`config.mk`:
```
export PLATFORM = sky130hd
export DESIGN_NAME = wifi_tx_frame_sequencer
export DESIGN_NICKNAME = d
export VERILOG_FILES = /design/src/rtl/wifi_tx_pkg.sv /design/src/rtl/wifi_tx_rate_lut.sv /design/src/rtl/wifi_tx_frame_sequencer.sv
export SDC_FILE = /design/constraint.sdc
export NUM_CORES = 1
export LEC_CHECK = 0
export ABC_CLOCK_PERIOD_IN_PS = 2140
export CORE_ASPECT_RATIO = 1.75
export CORE_UTILIZATION = 25
export DETAILED_ROUTE_END_ITERATION = 10
export GPL_TIMING_DRIVEN = 1
export HOLD_SLACK_MARGIN = 0.03
export PLACE_DENSITY = 0.38
export SLEW_MARGIN = 15
export SYNTH_ARGS = -nofsm -noshare
export SYNTH_HDL_FRONTEND = slang
export SYNTH_SLANG_ARGS = --single-unit
```
`constraint.sdc`:
```
create_clock -name clk -period 2.14 [get_ports clk]
set_input_delay 0.214 -clock clk [delete_from_list [all_inputs] [get_ports clk]]
set_output_delay 0.214 -clock clk [all_outputs]
set_load 0.1 [all_outputs]
```
`src/rtl/wifi_tx_pkg.sv`:
```
// rtl/wifi_tx_pkg.sv - shared states, rate codes, field widths and SIGNAL builder
//
// Purpose: common definitions imported by the frame sequencer and its rate LUT.
// Ports: none (package).

package wifi_tx_pkg;

  // Sequencer states
  localparam logic [2:0] ST_IDLE    = 3'd0;
  localparam logic [2:0] ST_SIGNAL  = 3'd1;
  localparam logic [2:0] ST_SERVICE = 3'd2;
  localparam logic [2:0] ST_DATA    = 3'd3;
  localparam logic [2:0] ST_TAIL    = 3'd4;
  localparam logic [2:0] ST_PAD     = 3'd5;
  localparam logic [2:0] ST_GAP     = 3'd6;

  // Field widths in bits
  localparam int SIGNAL_BITS  = 24;
  localparam int SERVICE_BITS = 16;
  localparam int TAIL_BITS    = 6;

  // Legal RATE codes {R1,R2,R3,R4}
  localparam logic [3:0] RATE_6M  = 4'hD;
  localparam logic [3:0] RATE_9M  = 4'hF;
  localparam logic [3:0] RATE_12M = 4'h5;
  localparam logic [3:0] RATE_18M = 4'h7;
  localparam logic [3:0] RATE_24M = 4'h9;
  localparam logic [3:0] RATE_36M = 4'hB;
  localparam logic [3:0] RATE_48M = 4'h1;
  localparam logic [3:0] RATE_54M = 4'h3;

  typedef struct packed {
    logic       legal;
    logic [7:0] ndbps;
  } rate_info_t;

  // SIGNAL field arranged so bit 0 is transmitted first: R1..R4, reserved,
  // LENGTH LSB first, even parity over those 17 bits, six tail zeros.
  function automatic logic [23:0] signal_field(input logic [3:0]  rate,
                                               input logic [11:0] length);
    logic [23:0] f;
    f        = '0;
    f[0]     = rate[3];
    f[1]     = rate[2];
    f[2]     = rate[1];
    f[3]     = rate[0];
    f[16:5]  = length;
    f[17]    = ^{rate, length};
    return f;
  endfunction

endpackage

```
`src/rtl/wifi_tx_rate_lut.sv`:
```
// rtl/wifi_tx_rate_lut.sv - combinational RATE code to {legal, N_DBPS} lookup
//
// Purpose: decodes the 4-bit RATE field into data bits per OFDM symbol.
// Ports:
//   i_rate  in  4  RATE code {R1,R2,R3,R4}
//   o_info  out 9  {legal, N_DBPS[7:0]}; all zero for an illegal code

module wifi_tx_rate_lut
  import wifi_tx_pkg::*;
(
  input  logic [3:0] i_rate,
  output rate_info_t o_info
);

  always_comb begin
    o_info = '0;
    case (i_rate)
      RATE_6M:  o_info = '{legal: 1'b1, ndbps: 8'd24};
      RATE_9M:  o_info = '{legal: 1'b1, ndbps: 8'd36};
      RATE_12M: o_info = '{legal: 1'b1, ndbps: 8'd48};
      RATE_18M: o_info = '{legal: 1'b1, ndbps: 8'd72};
      RATE_24M: o_info = '{legal: 1'b1, ndbps: 8'd96};
      RATE_36M: o_info = '{legal: 1'b1, ndbps: 8'd144};
      RATE_48M: o_info = '{legal: 1'b1, ndbps: 8'd192};
      RATE_54M: o_info = '{legal: 1'b1, ndbps: 8'd216};
      default:  o_info = '0;
    endcase
  end

endmodule

```
`src/rtl/wifi_tx_frame_sequencer.sv`:
```
// rtl/wifi_tx_frame_sequencer.sv - serialises one 802.11a PPDU into the TX scrambler
//
// Purpose: emits SIGNAL, SERVICE, PSDU, TAIL and PAD bits one per clock with
// continuous scrambler valid, then a fixed low gap so the scrambler re-seeds.
// Ports:
//   clk           in   1          clock
//   reset         in   1          asynchronous active-low reset
//   i_start       in   1          frame request, sampled only in IDLE
//   i_rate        in   4          RATE code, R1 = i_rate[3]
//   i_length      in   12         PSDU length in bytes (1..4095)
//   i_byte_data   in   8          PSDU byte, LSB sent first
//   i_byte_valid  in   1          i_byte_data valid
//   o_byte_ready  out  1          byte accepted when i_byte_valid is also high
//   o_sc_valid    out  1          scrambler valid_in
//   o_sc_data     out  1          scrambler data_in
//   o_busy        out  1          frame or gap in progress
//   o_done        out  1          pulse on first gap cycle of a complete frame
//   o_error       out  1          pulse on rejected start or byte underrun
//   o_n_sym       out  SYM_CNT_W  DATA-field symbols in the last complete frame

module wifi_tx_frame_sequencer
  import wifi_tx_pkg::*;
#(
  parameter int GAP_CYCLES = 2,
  parameter int SYM_CNT_W  = 10
) (
  input  logic                 clk,
  input  logic                 reset,
  input  logic                 i_start,
  input  logic [3:0]           i_rate,
  input  logic [11:0]          i_length,
  input  logic [7:0]           i_byte_data,
  input  logic                 i_byte_valid,
  output logic                 o_byte_ready,
  output logic                 o_sc_valid,
  output logic                 o_sc_data,
  output logic                 o_busy,
  output logic                 o_done,
  output logic                 o_error,
  output logic [SYM_CNT_W-1:0] o_n_sym
);

  localparam int GAP_W = (GAP_CYCLES > 1) ? $clog2(GAP_CYCLES) : 1;

  logic [2:0]           r_state;
  logic [7:0]           r_ndbps;
  logic [23:0]          r_sig;
  logic [4:0]           r_cnt;
  logic [GAP_W-1:0]     r_gap_cnt;
  logic [2:0]           r_bit_idx;
  logic [7:0]           r_shift;
  logic [7:0]           r_hold;
  logic                 r_hold_full;
  logic [11:0]          r_fetch_left;
  logic [11:0]          r_tx_left;
  logic [7:0]           r_sym_bit;
  logic [SYM_CNT_W-1:0] r_sym_cnt;
  logic [SYM_CNT_W-1:0] r_n_sym;
  logic                 r_done;
  logic                 r_error;

  rate_info_t w_start_info;
  logic       w_active;
  logic       w_sym_phase;
  logic       w_sym_wrap;
  logic       w_byte_ready;
  logic       w_take;
  logic       w_last_byte;

  wifi_tx_rate_lut u_rate_lut (
    .i_rate (i_rate),
    .o_info (w_start_info)
  );

  assign w_active     = (r_state == ST_SIGNAL) || (r_state == ST_SERVICE) ||
                        (r_state == ST_DATA)   || (r_state == ST_TAIL)    ||
                        (r_state == ST_PAD);
  // The symbol bit counter only covers the DATA field (SERVICE onwards).
  assign w_sym_phase  = w_active && (r_state != ST_SIGNAL);
  assign w_sym_wrap   = w_sym_phase && (r_sym_bit == (r_ndbps - 8'd1));
  // Fetching starts in SERVICE so the first byte is held before DATA begins.
  assign w_byte_ready = !r_hold_full && (r_fetch_left != 12'd0) &&
                        ((r_state == ST_SERVICE) || (r_state == ST_DATA));
  assign w_take       = w_byte_ready && i_byte_valid;
  assign w_last_byte  = (r_tx_left == 12'd1);

  always_ff @(posedge clk or negedge reset) begin
    if (!reset) begin
      r_state      <= ST_IDLE;
      r_ndbps      <= '0;
      r_sig        <= '0;
      r_cnt        <= '0;
      r_gap_cnt    <= '0;
      r_bit_idx    <= '0;
      r_shift      <= '0;
      r_hold       <= '0;
      r_hold_full  <= 1'b0;
      r_fetch_left <= '0;
      r_tx_left    <= '0;
      r_sym_bit    <= '0;
      r_sym_cnt    <= '0;
      r_n_sym      <= '0;
      r_done       <= 1'b0;
      r_error      <= 1'b0;
    end else begin
      r_done  <= 1'b0;
      r_error <= 1'b0;

      if (w_take) begin
        r_hold       <= i_byte_data;
        r_hold_full  <= 1'b1;
        r_fetch_left <= r_fetch_left - 12'd1;
      end

      if (w_sym_phase) begin
        if (w_sym_wrap) begin
          r_sym_bit <= '0;
          r_sym_cnt <= r_sym_cnt + SYM_CNT_W'(1);
        end else begin
          r_sym_bit <= r_sym_bit + 8'd1;
        end
      end

      case (r_state)
        ST_IDLE: begin
          if (i_start) begin
            if (w_start_info.legal && (i_length != 12'd0)) begin
              r_state      <= ST_SIGNAL;
              r_ndbps      <= w_start_info.ndbps;
              r_sig        <= signal_field(i_rate, i_length);
              r_cnt        <= '0;
              r_fetch_left <= i_length;
              r_tx_left    <= i_length;
              r_hold_full  <= 1'b0;
              r_sym_bit    <= '0;
              r_sym_cnt    <= '0;
            end else begin
              r_error <= 1'b1;
            end
          end
        end

        ST_SIGNAL: begin
          r_sig <= {1'b0, r_sig[23:1]};
          r_cnt <= r_cnt + 5'd1;
          if (r_cnt == 5'(SIGNAL_BITS - 1)) begin
            r_state <= ST_SERVICE;
            r_cnt   <= '0;
          end
        end

        ST_SERVICE: begin
          r_cnt <= r_cnt + 5'd1;
          // Last SERVICE bit is the first byte boundary.
          if (r_cnt == 5'(SERVICE_BITS - 1)) begin
            if (r_hold_full) begin
              r_state     <= ST_DATA;
              r_shift     <= r_hold;
              r_hold_full <= 1'b0;
              r_bit_idx   <= '0;
            end else begin
              r_state      <= ST_GAP;
              r_gap_cnt    <= '0;
              r_error      <= 1'b1;
              r_hold_full  <= 1'b0;
              r_fetch_left <= '0;
            end
          end
        end

        ST_DATA: begin
          r_shift   <= {1'b0, r_shift[7:1]};
          r_bit_idx <= r_bit_idx + 3'd1;
          if (r_bit_idx == 3'd7) begin
            if (w_last_byte) begin
              r_state <= ST_TAIL;
              r_cnt   <= '0;
            end else if (r_hold_full) begin
              r_shift     <= r_hold;
              r_hold_full <= 1'b0;
              r_tx_left   <= r_tx_left - 12'd1;
            end else begin
              // Underrun: drop valid now; unfetched bytes are abandoned.
              r_state      <= ST_GAP;
              r_gap_cnt    <= '0;
              r_error      <= 1'b1;
              r_hold_full  <= 1'b0;
              r_fetch_left <= '0;
            end
          end
        end

        ST_TAIL: begin
          r_cnt <= r_cnt + 5'd1;
          if (r_cnt == 5'(TAIL_BITS - 1)) begin
            if (w_sym_wrap) begin
              r_state   <= ST_GAP;
              r_gap_cnt <= '0;
              r_done    <= 1'b1;
              r_n_sym   <= r_sym_cnt + SYM_CNT_W'(1);
            end else begin
              r_state <= ST_PAD;
            end
          end
        end

        ST_PAD: begin
          if (w_sym_wrap) begin
            r_state   <= ST_GAP;
            r_gap_cnt <= '0;
            r_done    <= 1'b1;
            r_n_sym   <= r_sym_cnt + SYM_CNT_W'(1);
          end
        end

        ST_GAP: begin
          r_gap_cnt <= r_gap_cnt + GAP_W'(1);
          if (r_gap_cnt == GAP_W'(GAP_CYCLES - 1)) begin
            r_state <= ST_IDLE;
          end
        end

        default: r_state <= ST_IDLE;
      endcase
    end
  end

  assign o_byte_ready = w_byte_ready;
  assign o_sc_valid   = w_active;
  assign o_sc_data    = (r_state == ST_SIGNAL) ? r_sig[0] :
                        (r_state == ST_DATA)   ? r_shift[0] : 1'b0;
  assign o_busy       = (r_state != ST_IDLE);
  assign o_done       = r_done;
  assign o_error      = r_error;
  assign o_n_sym      = r_n_sym;

endmodule

```
* After elaboration in Yosys (flattened, before gate mapping)
Memories as Yosys holds them, arrays and structs flattened. Index checks and enable logic that the tools add are counted.
Storage, ports and cells: register bits after elaboration 115, memory bits (read-only) 112, bits of input ports 28, word-level logic and storage cells 167, memories kept 1
Memory list:
- (no name shown) | depth 16, bits a word 7, rd ports 1, clocked after Yosys merged registers in 0, write ports 0, RTL line wifi_tx_rate_lut.sv:17 | case (i_rate)
Operators by class: add/subtract/negate cells 8, eq/ne operators 26, mux-type cells 84, reductions and logical operators 32
Operators with widths (number):
- $mux 12 | 12
- $mux 8 | 10
- $mux 10 | 7
- $mux 24 | 2
- $pmux 24 s2 | 1
- $mux 3 | 13
- $pmux 12 s3 | 1
- $mux 5 | 5
- $pmux 12 s2 | 1
- $reduce_bool 12->1 | 2
- $sub 12x1->12 const B | 2
- $mux 1 | 22
- $pmux 3 s7 | 1
- $pmux 10 s2 | 1
- $pmux 5 s4 | 1
- $ne 2x2->1 const B | 9
- $pmux 8 s2 | 1
- $reduce_xor 16->1 | 1
- $eq 12x1->1 const B | 1
- $eq 3x3->1 const B | 4
- $add 10x1->10 const B | 1
- $reduce_and 5->1 | 2
- $reduce_and 3->1 | 3
- $reduce_and 9->1 | 1
- 30 further kinds | 46

* Depth between registers and ports, before layout
Gate-level depths: netlist (run 1).
word-level depth 12, depth in mapped cells 10, mapped depth without buffers 9

* By module
From an unflattened synthesis (run 1), not the netlist that was laid out.
Unflattened totals: cell total of the unflattened synthesis 675, area total of the unflattened synthesis 6200.9 µm²
Modules (own cells, without submodules):
- wifi_tx_frame_sequencer | times used 1, cells an instance 656, area each 6084.6 µm², sequential area each 2727.6 µm²
- wifi_tx_rate_lut | times used 1, cells an instance 19, area each 116.4 µm², sequential area each 0.0 µm²

* Worst setup path before layout (run 1)
OpenSTA, ideal clock, no wires.
path kind register -> register, start point register r_state[1], end point register r_hold[1], setup time 0.125 ns, arrival 2.987 ns, required time 2.015 ns, setup slack -0.972 ns, cell stages (with the launch flop) 7, path buffers 2, path through dfrtp_1 buf_2 or3b_2 a41oi_2 nand2_1 clkbuf_1 mux2_2
On the way: longest elaborated chain between the ends 4, elaborated cells between the ends (all ways) 5
RTL lines:
- start: declaration | RTL line wifi_tx_frame_sequencer.sv:45 | logic [2:0] r_state;
- start signal: assignment | RTL line wifi_tx_frame_sequencer.sv:89 | r_state <= ST_IDLE;
- start signal: assignment | RTL line wifi_tx_frame_sequencer.sv:128 | r_state <= ST_SIGNAL;
- start signal: assignment | RTL line wifi_tx_frame_sequencer.sv:147 | r_state <= ST_SERVICE;
- $eq 3x2->1 | RTL line wifi_tx_frame_sequencer.sv:83 | ((r_state == ST_SERVICE) || (r_state == ST_DATA));
- $logic_or 1x1->1 (*) | RTL line wifi_tx_frame_sequencer.sv:83
- $logic_and 1x1->1 (*) | RTL line wifi_tx_frame_sequencer.sv:82 | assign w_byte_ready = !r_hold_full && (r_fetch_left != 12'd0) &&
- via o_byte_ready | RTL line wifi_tx_frame_sequencer.sv:34 | output logic o_byte_ready,
- $logic_and 1x1->1 (*) | RTL line wifi_tx_frame_sequencer.sv:84 | assign w_take = w_byte_ready && i_byte_valid;
- end signal: assignment | RTL line wifi_tx_frame_sequencer.sv:110 | r_hold <= i_byte_data;
- end: declaration | RTL line wifi_tx_frame_sequencer.sv:52 | logic [7:0] r_hold;
The timed path passes the listed nets; every way through them passes the cells marked *. A chain may end at the register's enable or synchronous reset.

* Worst setup path in the final report (run 1)
start point register r_ndbps[3], end point register r_n_sym[4], in the netlist o_n_sym[4]
On the way: longest elaborated chain between the ends 6
RTL lines:
- start: declaration | RTL line wifi_tx_frame_sequencer.sv:46 | logic [7:0] r_ndbps;
- start signal: assignment | RTL line wifi_tx_frame_sequencer.sv:129 | r_ndbps <= w_start_info.ndbps;
- $sub 8x1->8 (*) | RTL line wifi_tx_frame_sequencer.sv:80 | assign w_sym_wrap = w_sym_phase && (r_sym_bit == (r_ndbps - 8'd1));
- $eq 8x8->1 (*) | RTL line wifi_tx_frame_sequencer.sv:80
- $logic_and 1x1->1 (*) | RTL line wifi_tx_frame_sequencer.sv:80
- $mux 10 (*)
- $mux 10
- $pmux 10 s2 (*)
- end signal: assignment | RTL line wifi_tx_frame_sequencer.sv:200 | r_n_sym <= r_sym_cnt + SYM_CNT_W'(1);
- end signal: assignment | RTL line wifi_tx_frame_sequencer.sv:212 | r_n_sym <= r_sym_cnt + SYM_CNT_W'(1);
- end: declaration | RTL line wifi_tx_frame_sequencer.sv:58 | logic [SYM_CNT_W-1:0] r_n_sym;
Mark *: on every way between the ends. The rest lies on a longest branch, timed or not. The select of a mux whose other input is x is not followed.

==> reports/qor.csv, run 1 <==
stage;metric;value;unit
die;fp.dieArea;24000;sq um
outcome;failed_checks;negative setup slack;
setup_path;worstSetupEndpointType;flop;
synth;synth-edff-count;0;
global_route;vias_in_the_first_global_route;5171;
synth;dominantRegCellSynth;sky130_fd_sc_hd__dfrtp_1;
sta;setup_violations_final;17;
synth;netlist.area_leader.share;45.8;%
sta;final-max-slew-violation-count;0;
synth;synth-seq-area-share;45.8;%
placement;dpl.hpwl;12.0;mm
clock_network;clock_pin_slew_reported_for_the_worst_setup_and_hold_paths_after_clock_tree_synthesis;0.08;ns
clock_network;cts_tree;built;
power;switching_share_of_total_power;40.3;%
synth;synth.avg_cell_area;9.38;sq um
global_route;grt_pass1_wl;26.9;mm
synth;synth_area;5850;sq um
outcome;status;finished, violations left;
synth;yosys.cell_types.count;61;
route;drt.antenna.violating_nets;0;
setup_path;critPathMaxFanout;5;
global_route;antenna_found_initial;0;
layout;syn2layout_area_growth;40.8;%
clock_network;clkLatencyLatePin;0.37;ns
route;detail_route.wl_per_cell;15.6;um
clock_network;clockRootBuffer;sky130_fd_sc_hd__clkbuf_16;
sta;tightest_slew;0.584;ns
placement;port_buffers;43;
clock_network;cts_num_sinks;107;
setup_path;worstSetupPathType;flop to flop;
layout;antenna_cells;0;
placement;numPlacedInstances;1036;
setup_path;timing.critical_path.from_type;flop;
placement;routability_driven_placement_congestion_ratio;0.766;
route;detail_route.wirelength;16.8;mm
sta;post-route-min-period;2.31;ns
route;drcViolationCount;0;
layout;nNetsFinal;818;
placement;placed_area;7410;sq um
sta;period_share;108;%
setup_path;cp_data_required_time;2.40;ns
global_route;met2_usage;26.3;%
setup_path;timing.rr.end;o_n_sym[4];
synth;postSynthCellCount;624;
power;power_per_cell_area;1330;nW/um^2
global_route;grtUsageTotal;14.4;%
sta;clock_skew;0.0110;ns
flow_run;drv.max_cap_violation_count;0;
setup_path;ff2ff_path_depth;7;
synth;synth.ff_latch_count;107;
clock_network;cts_made_buffers;9;
setup_path;worst-endpoint-arrival;2.57;ns
setup_path;rrSetupSlack;-0.17;ns
layout;instances_no_fill;1076;
synth;async_flop_share;100;%
route;dr_iter_0_viols;152;
sta;final_hold_viols;0;
global_route;top_usage_layer;met2;
synth;synth_area_leader_cell;sky130_fd_sc_hd__dfrtp_1;
power;total_switching_power;4430;uW
layout;stdcell_area;8240;sq um
clock_network;maximum_number_of_buffers_from_clock_root_to_sink;2;
die;core_area;22800;sq um
global_route;grt_start_max_net_pins;46;
route;post_drt_via_cell_ratio;4.62;
route;detailroute.via_count;4973;
sta;timing.max_slew.rel_slack;61.0;%
die;start_util;25.6;%
layout;final_layout_size_suffix_gt1_share;30.0;%
sta;unrepaired_setup_endpoints_after_global_routing;yes;
global_route;grt_use_met3;2.46;%
die;io_pins;44;
setup_path;rr_startpoint;r_ndbps[3];
global_route;grtUsageMet1;16.3;%
power;pwr-share-comb;54.6;%
clock_network;clock_tree.htree_level_count;3;
power;pwr-share-clk;15.5;%
global_route;grt_overflow_total;0;
synth;yosys_warnings;0;
synth;syn_nets;671;
power;total_power;11000;uW
power;power.ir.vdd_worst;0.000845;V
power;power_frac_seq;29.9;%
synth;synth_top_cells_by_area;sky130_fd_sc_hd__dfrtp_1, sky130_fd_sc_hd__a21oi_1, sky130_fd_sc_hd__nand2_1;
die;rows;73;
sta;worst_slack;-0.173;ns
power;internal-power;6560;uW
die;die_h;204;um
power;p_leak;0.00380;uW
route;detail_route.first_pass.iterations;4;
die;dieWidth;118;um
sta;clock.fmax;432;MHz
hold_path;worstHoldPathType;input pin to async pin;
[through the flow]
step | TNS (ns) | worst slack (ns) | hold slack [ns] | utilization, %
2_1_floorplan | -9.55 | -0.476 | -0.0816 | -
3_3_place_gp | -8.26 | -0.201 | 0.236 | 32.4
3_5_place_dp | -9.54 | -0.242 | 0.248 | 32.4
4_1_cts | -2.90 | -0.239 | 0.405 | 34.7
5_1_grt | -3.30 | -0.242 | 0.433 | 36.1
6_report | -1.60 | -0.173 | 0.366 | 36.1
[area by class of cell]
type / count / area [sq um]
timing repair buffer: 166 / 1550
sequential: 107 / 2680
tap: 300 / 375
inverter: 35 / 134
multi-input combinational: 452 / 3210
clock buffer: 10 / 239
fill: 2382 / 14600
clock inverter: 6 / 56.3
[repair_timing]
item,in CTS,in global routing
cloned,1,2
pin swaps,9,16
buffers inserted,11,10
resized for setup,27,59
hold buffers,1,0
setup endpoints to repair,46,66
endpoints found under the hold margin,35,0
[sequential cells by signal, indices dropped and copies added, names as in the netlist, 5 cells and up]
register and count:
r_fetch_left 12, r_sig 18, r_hold 8, r_sym_bit 8, r_sym_cnt 10, r_tx_left 12
r_ndbps 6, r_shift 8, o_n_sym 10, r_cnt 5
[kinds of logic after synthesis]
logic type	count (synthesis)	share of synthesized area, %
flops	107	45.8
fa+ha+maj	19	4.06
xor+xnor	35	5.37
compound gates	163	17.3
mux	30	5.94
buf+inv	65	4.34
simple gates	205	17.2
[power by group through the flow]
stage	Combinational, uW	Clock, uW	Sequential, uW
2_1_floorplan	3100	0	3260
3_3_place_gp	5100	0	3270
3_5_place_dp	5140	0	3290
4_1_cts	5480	1790	3270
5_1_grt	6550	1850	3370
6_report	6000	1710	3280
[cells in the final DEF (no fill, tap or decap), types with 6 or more instances in the layout]
cell                              count
sky130_fd_sc_hd__buf_6               14
sky130_fd_sc_hd__mux2_2               9
sky130_fd_sc_hd__o2bb2ai_1            6
sky130_fd_sc_hd__nand4_1              8
sky130_fd_sc_hd__mux2_4               8
sky130_fd_sc_hd__ha_1                15
sky130_fd_sc_hd__dfrtp_1            107
sky130_fd_sc_hd__clkdlybuf4s50_1     26
sky130_fd_sc_hd__nor2_1              44
sky130_fd_sc_hd__xor2_1              11
sky130_fd_sc_hd__o21ai_0             31
sky130_fd_sc_hd__xnor2_1             22
sky130_fd_sc_hd__nand2b_1            12
sky130_fd_sc_hd__buf_4              110
sky130_fd_sc_hd__nor3_1              12
sky130_fd_sc_hd__a21o_1              19
sky130_fd_sc_hd__mux2i_1             13
sky130_fd_sc_hd__inv_1               29
sky130_fd_sc_hd__nand3_1             12
sky130_fd_sc_hd__a21oi_1             54
sky130_fd_sc_hd__nand2_1             64
sky130_fd_sc_hd__o21ai_1              7
sky130_fd_sc_hd__clkbuf_16           10
sky130_fd_sc_hd__buf_12              10
[cells in the mapped netlist (all sizes together) (6+ instances only)]
cell type / number
nor2: 48
or3: 6
xor2: 12
ha: 19
nor3: 16
clkbuf: 27
nand2b: 12
o2bb2ai: 6
nand2: 68
o21ai: 40
xnor2: 23
nand3: 16
a21o: 20
mux2: 17
a21oi: 57
dfrtp: 107
mux2i: 13
nand4: 8
inv: 35
[worst max-delay path, stage by stage, from the launching register on]
cell and delay, ns:
sky130_fd_sc_hd__dfrtp_1 0.40, sky130_fd_sc_hd__or4_4 0.53, sky130_fd_sc_hd__nor2_4 0.12, sky130_fd_sc_hd__xnor2_2 0.12, sky130_fd_sc_hd__o2111ai_2 0.17, sky130_fd_sc_hd__or3_4 0.42, sky130_fd_sc_hd__buf_8 0.15, sky130_fd_sc_hd__mux2_4 0.29
[per-layer routing]
| metal | vias up | wire, um |
|---|---|---|
| li1 | 2474 | - |
| met1 | 2400 | 6970 |
| met2 | 74 | 8890 |
| met3 | 25 | 411 |
| met4 | 0 | 489 |
| met5 | - | 0 |
[worst max path at each step]
stage / start / to / slack, ns / depth (start not counted)
floorplan: r_state[1] / r_fetch_left[9] / -0.48 / 7
global placement: i_length[2] / r_fetch_left[0] / -0.20 / 9
detailed placement: r_ndbps[2] / o_n_sym[4] / -0.24 / 6
CTS: r_ndbps[2] / o_n_sym[4] / -0.24 / 8
global route: r_ndbps[3] / o_n_sym[2] / -0.24 / 7
finish: r_ndbps[3] / o_n_sym[4] / -0.17 / 7
(Power assumes the default switching activity.)
==> run 2: changes to the inputs <==
- ABC_CLOCK_PERIOD_IN_PS: 2140 -> 1900
- CTS_BUF_LIST: not set -> sky130_fd_sc_hd__clkbuf_4
- clock period: 2.14 -> 1.9 ns (I/O delays scaled with it)
==> reports/qor.csv, run 2 (synthesized netlist as in run 1, its figures left out) <==
stage;metric;value;unit;change
outcome;status;finished, violations left;;
outcome;failed_checks;negative setup slack;;
layout;number_of_flip_flops_under_the_largest_register_name;18;;unchanged
setup_path;critPathMaxFanout;4;;-1
sta;period_share;123;%;
layout;max_flop_register;r_sig;;
setup_path;ff2ff_path_depth;6;;-1
hold_path;worstHoldPathType;input pin to async pin;;
layout;largestRegisters;r_sig (18), r_fetch_left (12), r_tx_left (12);;
power;switching_share_of_total_power;42.4;%;+2.1 points
global_route;grt_pass1_wl;28.6;mm;+6.4%
route;post_drt_via_cell_ratio;4.67;;+1.1%
sta;clock.fmax;429;MHz;
clock_network;clockRootBuffer;sky130_fd_sc_hd__clkbuf_4;;
setup_path;critical_path.endpoint;o_sc_data;;
power;total_switching_power;5720;uW;+29%
die;fp.dieArea;24000;sq um;unchanged
layout;nNetsFinal;882;;+7.8%
sta;final_hold_viols;0;;unchanged
placement;dpl.hpwl;12.3;mm;+2.3%
global_route;antenna_found_initial;2;;+2
placement;routability_driven_placement_congestion_ratio;0.780;;+1.7%
setup_path;rr_startpoint;r_ndbps[2];;
flow_run;drv.max_cap_violation_count;0;;unchanged
power;total_power;13500;uW;+23%
clock_network;clkLatencyLatePin;0.53;ns;+0.16 ns
placement;worst_slack_after_detailed_placement;-0.446;ns;-0.204 ns
clock_network;clock_tree.htree_level_count;3;;unchanged
setup_path;worstSetupStartpoint;r_state[1];;
route;detailroute.via_count;5335;;+7.3%
sta;tightest_slew;0.457;ns;-0.127 ns
setup_path;rrSetupSlack;-0.42;ns;-0.25 ns
clock_network;cts_tree;built;;
sta;clock_skew;0.0307;ns;+0.0197 ns
layout;multiInputGateArea;3800;sq um;+18%
power;p_leak;0.00425;uW;+12%
die;dieWidth;118;um;unchanged
layout;fillerInstances;2284;;-4.1%
power;power_frac_seq;27.6;%;-2.3 points
global_route;grtUsageTotal;15.2;%;+0.80 points
layout;final_layout_size_suffix_gt1_share;45.1;%;+15 points
power;power.ir.vdd_worst;0.00130;V;+53%
die;die_h;204;um;unchanged
sta;post-route-min-period;2.33;ns;
layout;instances_no_fill;1142;;+6.1%
sta;unrepaired_setup_endpoints_after_global_routing;yes;;
setup_path;timing.rr.end;o_n_sym[2];;
die;rows;73;;unchanged
sta;setup_violations_final;106;;+89
setup_path;worstSetupEndpointType;output pin;;
route;detail_route.wl_per_cell;16.1;um;+3.1%
placement;numPlacedInstances;1067;;+3.0%
power;pwr-share-clk;8.5;%;-7.0 points
sta;worst_slack;-0.432;ns;-0.259 ns
clock_network;clock_pin_slew_reported_for_the_worst_setup_and_hold_paths_after_clock_tree_synthesis;0.19;ns;+0.11 ns
global_route;vias_in_the_first_global_route;5592;;+8.1%
sta;setup_total_negative_slack;-26.17;ns;-24.58 ns
layout;layout.cells.most_common_list;sky130_fd_sc_hd__buf_4, sky130_fd_sc_hd__dfrtp_1, sky130_fd_sc_hd__nand2_1, sky130_fd_sc_hd__a21oi_1;;
clock_network;maximum_number_of_buffers_from_clock_root_to_sink;2;;unchanged
clock_network;cts_made_buffers;9;;unchanged
layout;final_common_cell;sky130_fd_sc_hd__buf_4;;
route;dr_iter_0_viols;219;;+44%
clock_network;cts_num_sinks;107;;unchanged
global_route;grt_overflow_total;0;;unchanged
route;detail_route.first_pass.iterations;5;;+1
setup_path;cp_data_required_time;1.71;ns;-0.69 ns
die;io_pins;44;;unchanged
power;pwr-share-comb;63.9;%;+9.3 points
sta;timing.max_slew.rel_slack;69.5;%;+8.4 points
route;drt.antenna.violating_nets;0;;unchanged
layout;seq_area;2680;sq um;unchanged
sta;final-max-slew-violation-count;0;;unchanged
setup_path;worst-endpoint-arrival;2.14;ns;-0.43 ns
setup_path;timing.critical_path.from_type;flop;;
layout;syn2layout_area_growth;60.1;%;
die;core_area;22800;sq um;unchanged
route;detail_route.wirelength;18.3;mm;+9.4%
global_route;grt_start_max_net_pins;58;;+26%
setup_path;worstSetupPathType;flop to output pin;;
route;drcViolationCount;0;;unchanged
power;power_per_cell_area;1440;nW/um^2;+7.7%
power;internal-power;7750;uW;+18%
placement;port_buffers;43;;unchanged
die;start_util;25.6;%;unchanged
==> run 2: power by group through the flow <==
stage | clock network [uW] | registers [uW] | logic (uW)
5_1_grt | 1300 | 3810 | 9310
4_1_cts | 1220 | 3630 | 7260
6_report | 1150 | 3710 | 8610
3_3_place_gp | 0 | 3650 | 6050
2_1_floorplan | 0 | 3670 | 3510
3_5_place_dp | 0 | 3670 | 6120
==> run 2: worst min path at each step <==
stage           from            to  cells after the start
6_report       reset  r_sym_bit[4]                      2
5_1_grt        reset  r_sym_bit[4]                      2
4_1_cts        reset  r_sym_bit[4]                      2
3_5_place_dp   reset    r_ndbps[7]                      1
3_3_place_gp   reset    r_ndbps[7]                      1
2_1_floorplan  reset        o_done                      0
==> run 2: critical path, cell delays in order (launching register included) <==
cell and delay (ns):
sky130_fd_sc_hd__dfrtp_1 0.46, sky130_fd_sc_hd__buf_6 0.14, sky130_fd_sc_hd__buf_8 0.11, sky130_fd_sc_hd__nor2b_4 0.12, sky130_fd_sc_hd__buf_6 0.11, sky130_fd_sc_hd__and2_4 0.14, sky130_fd_sc_hd__buf_12 0.12, sky130_fd_sc_hd__a22o_4 0.24
sky130_fd_sc_hd__buf_12 0.16
==> run 2: routing by layer <==
metal	vias up	global-route usage [%]	part of all wire, %
li1	2614	-	-
met1	2645	16.8	40
met2	58	29.2	57
met3	18	2.20	1.8
met4	0	5.49	1.8
met5	-	0	0
==> run 2: layout make-up <==
| class | count | area share (%) |
|---|---|---|
| Multi-Input combinational cell | 453 | 40.6 |
| Sequential cell | 107 | 28.6 |
| Timing Repair Buffer | 229 | 24.1 |
| Tap cell | 300 | 4.01 |
| Inverter | 35 | 1.46 |
| Clock buffer | 9 | 0.721 |
| Clock inverter | 7 | 0.561 |
| Antenna cell | 2 | 0.0534 |
==> run 2: stage by stage <==
step                hold WS (ns)  utilization [%]  cell area, sq um
finish                    0.0886             41.0              9370
global route              0.0759             41.0              9370
CTS                       0.0573             36.8              8410
detailed placement         0.147             33.7              7690
global placement           0.138             33.7              7690
floorplan                 -0.106                -              5960
==> run 2: what timing repair did <==
item	in CTS	in global routing
endpoints found under the hold margin	107	0
buffers inserted	24	26
setup endpoints to repair	102	107
cloned	7	4
resized for setup	76	188
pin swaps	12	61
hold buffers	1	0
==> run 3: changes to the inputs <==
- GPL_ROUTABILITY_DRIVEN: not set -> 0
==> results of run 3 <==
Final layout, timing and power as in run 2 (identical DEF).
